### src/rtl/aes_ctrl_pkg.sv
// Shared definitions for the AES control sequencer: state encoding, bus IDs,
// command byte layout and request word field positions.
package aes_ctrl_pkg;

  typedef enum logic [3:0] {
    IDLE,
    RD_KEY,
    WAIT_KEY,
    RD_TEXT,
    WAIT_TEXT,
    WAIT_AES,
    WR_RES,
    WAIT_WR,
    COMPLETE
  } state_t;

  localparam logic [1:0] MEM_ID = 2'b00;

  // Command byte: [7:6] src, [5:4] dst, [3] key flag, [2] encrypt, [1:0] zero
  localparam int CMD_SRC_LSB = 6;
  localparam int CMD_DST_LSB = 4;
  localparam int CMD_KEY_BIT = 3;
  localparam int CMD_ENC_BIT = 2;

  // Address fields are ADDRW wide at index*ADDRW; mode bits sit above them
  localparam int REQ_KEY_FIELD  = 0;
  localparam int REQ_TEXT_FIELD = 1;
  localparam int REQ_DEST_FIELD = 2;
  localparam int REQ_ENC_OFS    = 0;
  localparam int REQ_REUSE_OFS  = 1;

endpackage

### src/rtl/bus_cmd_fmt.sv
// Packs bus IDs, flags and an address into the {cmd, addr} bus word; drives
// zero whenever no command is being issued.
module bus_cmd_fmt
  import aes_ctrl_pkg::*;
#(
  parameter int ADDRW = 24
) (
  input  logic             en,
  input  logic [1:0]       src_id,
  input  logic [1:0]       dst_id,
  input  logic             key_flag,
  input  logic             enc,
  input  logic [ADDRW-1:0] addr,
  output logic [ADDRW+7:0] data_out
);

  logic [7:0] cmd;

  always_comb begin
    cmd                        = '0;
    cmd[CMD_SRC_LSB +: 2]      = src_id;
    cmd[CMD_DST_LSB +: 2]      = dst_id;
    cmd[CMD_KEY_BIT]           = key_flag;
    cmd[CMD_ENC_BIT]           = enc;
    data_out                   = en ? {cmd, addr} : '0;
  end

endmodule

### src/rtl/aes_fsm.sv
// AES job sequencer: takes a job from the request queue, issues key/text
// load and result write-back bus commands, then posts completion.
module aes_fsm
  import aes_ctrl_pkg::*;
#(
  parameter int         ADDRW    = 24,
  parameter logic [1:0] ACCEL_ID = 2'b10
) (
  input  logic               clk,
  input  logic               rst_n,
  input  logic               req_valid,
  input  logic [3*ADDRW+1:0] req_data,
  output logic               ready_req_out,
  input  logic               comq_ready_in,
  output logic [ADDRW-1:0]   compq_data_out,
  output logic               valid_compq_out,
  output logic               arb_req,
  input  logic               arb_grant,
  input  logic [2:0]         ack_in,
  output logic [ADDRW+7:0]   data_out
);

  state_t           state;
  logic [ADDRW-1:0] key_addr;
  logic [ADDRW-1:0] text_addr;
  logic [ADDRW-1:0] dest_addr;
  logic             enc;
  logic             key_valid;

  logic             req_reuse;
  logic             bus_state;
  logic             cmd_en;
  logic [1:0]       cmd_src;
  logic [1:0]       cmd_dst;
  logic             cmd_key;
  logic [ADDRW-1:0] cmd_addr;

  assign req_reuse = req_data[3*ADDRW + REQ_REUSE_OFS];

  always_ff @(posedge clk or negedge rst_n) begin
    if (!rst_n) begin
      state     <= IDLE;
      key_addr  <= '0;
      text_addr <= '0;
      dest_addr <= '0;
      enc       <= 1'b0;
      key_valid <= 1'b0;
    end else begin
      unique case (state)
        IDLE: begin
          if (req_valid) begin
            key_addr  <= req_data[REQ_KEY_FIELD*ADDRW  +: ADDRW];
            text_addr <= req_data[REQ_TEXT_FIELD*ADDRW +: ADDRW];
            dest_addr <= req_data[REQ_DEST_FIELD*ADDRW +: ADDRW];
            enc       <= req_data[3*ADDRW + REQ_ENC_OFS];
            state     <= (req_reuse && key_valid) ? RD_TEXT : RD_KEY;
          end
        end
        RD_KEY:    if (arb_grant) state <= WAIT_KEY;
        WAIT_KEY: begin
          if (ack_in[0]) begin
            key_valid <= 1'b1;
            state     <= RD_TEXT;
          end
        end
        RD_TEXT:   if (arb_grant)     state <= WAIT_TEXT;
        WAIT_TEXT: if (ack_in[0])     state <= WAIT_AES;
        WAIT_AES:  if (ack_in[1])     state <= WR_RES;
        WR_RES:    if (arb_grant)     state <= WAIT_WR;
        WAIT_WR:   if (ack_in[2])     state <= COMPLETE;
        COMPLETE:  if (comq_ready_in) state <= IDLE;
        default:                      state <= IDLE;
      endcase
    end
  end

  // Moore-decoded handshake outputs; only the bus word depends on the grant
  assign ready_req_out   = (state == IDLE);
  assign valid_compq_out = (state == COMPLETE);
  assign compq_data_out  = (state == COMPLETE) ? dest_addr : '0;
  assign bus_state       = (state == RD_KEY) || (state == RD_TEXT) || (state == WR_RES);
  assign arb_req         = bus_state;
  assign cmd_en          = bus_state && arb_grant;

  always_comb begin
    cmd_src  = MEM_ID;
    cmd_dst  = ACCEL_ID;
    cmd_key  = 1'b0;
    cmd_addr = text_addr;
    unique case (state)
      RD_KEY: begin
        cmd_key  = 1'b1;
        cmd_addr = key_addr;
      end
      WR_RES: begin
        cmd_src  = ACCEL_ID;
        cmd_dst  = MEM_ID;
        cmd_addr = dest_addr;
      end
      default: ;
    endcase
  end

  bus_cmd_fmt #(
    .ADDRW(ADDRW)
  ) u_fmt (
    .en       (cmd_en),
    .src_id   (cmd_src),
    .dst_id   (cmd_dst),
    .key_flag (cmd_key),
    .enc      (enc),
    .addr     (cmd_addr),
    .data_out (data_out)
  );

endmodule

### config.mk
export PLATFORM = sky130hd
export DESIGN_NAME = aes_fsm
export DESIGN_NICKNAME = d
export VERILOG_FILES = /design/src/rtl/aes_ctrl_pkg.sv /design/src/rtl/bus_cmd_fmt.sv /design/src/rtl/aes_fsm.sv
export SDC_FILE = /design/constraint.sdc
export NUM_CORES = 1
export LEC_CHECK = 0
export BUFFER_PORTS_ARGS = -buffer_cell sky130_fd_sc_hd__buf_2
export CAP_MARGIN = 20
export CORE_ASPECT_RATIO = 0.7
export CORE_MARGIN = 10
export CORE_UTILIZATION = 54
export DETAILED_ROUTE_END_ITERATION = 7
export GPL_ROUTABILITY_DRIVEN = 0
export PLACE_DENSITY_LB_ADDON = 0.08
export RECOVER_POWER = 100
export SLEW_MARGIN = 10
export SYNTH_ARGS = -nofsm -noshare
export SYNTH_HDL_FRONTEND = slang
export SYNTH_SLANG_ARGS = --single-unit
### constraint.sdc
create_clock -name clk -period 3.5 [get_ports clk]
set_input_delay 0.525 -clock clk [delete_from_list [all_inputs] [get_ports clk]]
set_output_delay 0.525 -clock clk [all_outputs]
set_load 0.02 [all_outputs]
==> run summary <==
Port Buffers = 136
Final Hold Fails = 0
gate count of the mapped netlist = 326
outcome = finished, violations left
clock-pin slew on the worst setup and hold paths = 0.08 ns
Core ar. = 6882 µm²
CTS tree = built
DRC viols = 0
Post-Place Cells = 534
CP Launch Type = flip-flop
Rel. slew slack = -27.25%
violated checks = capacitance limit, slew limit
Final Max Slew Viols = 153
final std cells w/o fill = 550
H-tree Lvls = 3
setup_tns = 0 ns
total power = 3.905 mW
max frequency = 0.3039 GHz
Final Util = 67.73%
initial antenna violation count = 0
Die Wd = 121.5 µm
ant diodes = 0
Worst Skew = 0.004985 ns
Main synth FF type = dfrtp_1
PD cells = 837.9 nW/µm²
Static Leak = 2.171 nW
WL per Instance = 18.50 µm
# hold bufs at CTS = 0
CP Class = reg -> out
routed via count divided by cell count = 5.315
Initial Util = 56.60%
Post-CTS Setup Inserts = 0
yosys warns = 0
fraction of layout cells with a size suffix above 1 = 45.18%
met3 wire length = 903 µm
DR pass1 iterations = 4
Die Ht = 91.06 µm
uppermost layer routed = met4
Seq/Total Area, Yosys = 50.11%
cts bufs inserted = 9
Layout area overhead = 19.66%
arrival time worst endpoint = 2.77 ns
Ports = 141
Initial DRC Count = 228
number of global-route vias before repair = 3315
area leader, netlist = dfrtp_1
grt total ovfl = 0
first-pass GRT wire length = 16680 µm
largest net degree at the start of global routing = 79
mean area per synthesized cell = 11.95 µm²
die area = 11060 µm²
ANT nets after route = 0
Synth area leaders = dfrtp_1 (50%), mux2_2 (21%), a22oi_1 (4.6%), and2_1 (3.9%), a21oi_1 (3.5%)
HPWL after DPL = 7249 µm
FF+latch count, synth = 78
Worst Max-Slew Pin Slew = 1.909 ns
total track usage = 18.46%
met2 wire len = 4958 µm
Core Rows = 25
root buf cell = clkbuf_8
Setup-failing EPs final = 0
Worst EP required = 2.97 ns
number of clock sinks = 78
final wirelength = 10180 µm
CTS max path bufs = 2
R2R Setup Slk = 0.53 ns
Syn Std Cell Area = 3895 µm²
synth unique cells = 40
Clock Latency Late Sink = 0.35 ns
most frequent cells in the layout = buf_2 (93), dfrtp_1 (78), mux2_2 (71), clkbuf_1 (28)
max cap viols = 2
Max rail drop VDD = 0.4032 mV
commonest non-fill, non-tap cell in the layout = buf_2
Hold Crit Class = in -> reg
number of flops mapped to enable cells by yosys = 0
Setup crit end kind = primary output
Synth top area share = 50.11%
worst hold slack = 0.3939 ns
post-route minimum period = 3.290 ns
Via Count = 2923
Synth async-reset ratio = 100.0%
cts repair resizes = 0
Post-Route M1 WL = 4201 µm
crit share post-route = 94.01%
Post-layout nets = 533
critical-path maximum fanout = 15
RSZ-0062 raised after global routing = false
## sequential cells by signal, indices dropped and copies added, names as in the netlist
signal and flops:
text_addr 24, key_addr 24, key_valid 1, state 4
enc 1, dest_addr 24
## critical path, stage by stage, from the launching register on
cell,delay [ns]
dfrtp_1,0.65
nor4b_4,0.72
clkbuf_1,0.59
and2_1,0.21
clkbuf_1,0.24
## report_power, final
group | switching (mW) | internal (mW)
Combinational | 0.794 | 0.735
Clock | 0.324 | 0.367
Sequential | 0.334 | 1.35
Total | 1.45 | 2.45
## cells in the mapped netlist (3+ instances only)
library cell  number
a21oi_1           27
a22oi_1           24
and2_1            24
buf_2             10
buf_4              4
buf_6             11
dfrtp_1           78
inv_1              5
mux2_2            71
nand2_1           27
nor2_1            10
o21ai_0            3
## routing by layer
layer,vias up,track usage (%)
li1,1387,-
met1,1429,21.59
met2,96,30.62
met3,11,7.359
met4,0,5.248
met5,-,0
## cell families after synthesis
group | count (synthesis) | synth area share (%)
buffers and inverters | 33 | 6.264
DFF | 78 | 50.11
AOI/OAI and AO/OA | 61 | 9.991
other | 1 | 0.09628
muxes | 74 | 21.36
and+or+nand+nor | 77 | 11.72
xor gates and xnor gates | 2 | 0.4498
## area by class of cell
type                       instances  area [µm²]
fill                             564        2221
clock inverter                     5       57.56
timing repair buffer             139       665.6
tap                               94       117.6
multi-input combinational        218        1698
sequential                        78        1952
inverter                           5       18.77
clock buffer                      11       151.4
## metrics by stage
stage          cell area, µm²  setup slack, ns
5_1_grt                  4661          0.01968
3_5_place_dp             4513           0.5984
3_3_place_gp             4513           0.6919
2_1_floorplan            3906            1.253
4_1_cts                  4722           0.2011
6_report                 4661           0.2098
## final timing paths
kind	startpoint	end	cells after the start
hold reg to reg	key_valid	key_valid	1
setup / recovery	state[3]	compq_data_out[11]	4
max in group asynchronous	rst_n	key_addr[10]	1
min in group asynchronous	rst_n	key_valid	1
setup reg to reg	state[0]	key_addr[7]	3
hold / removal	req_data[8]	key_addr[8]	2
(Power assumes the default switching activity.)
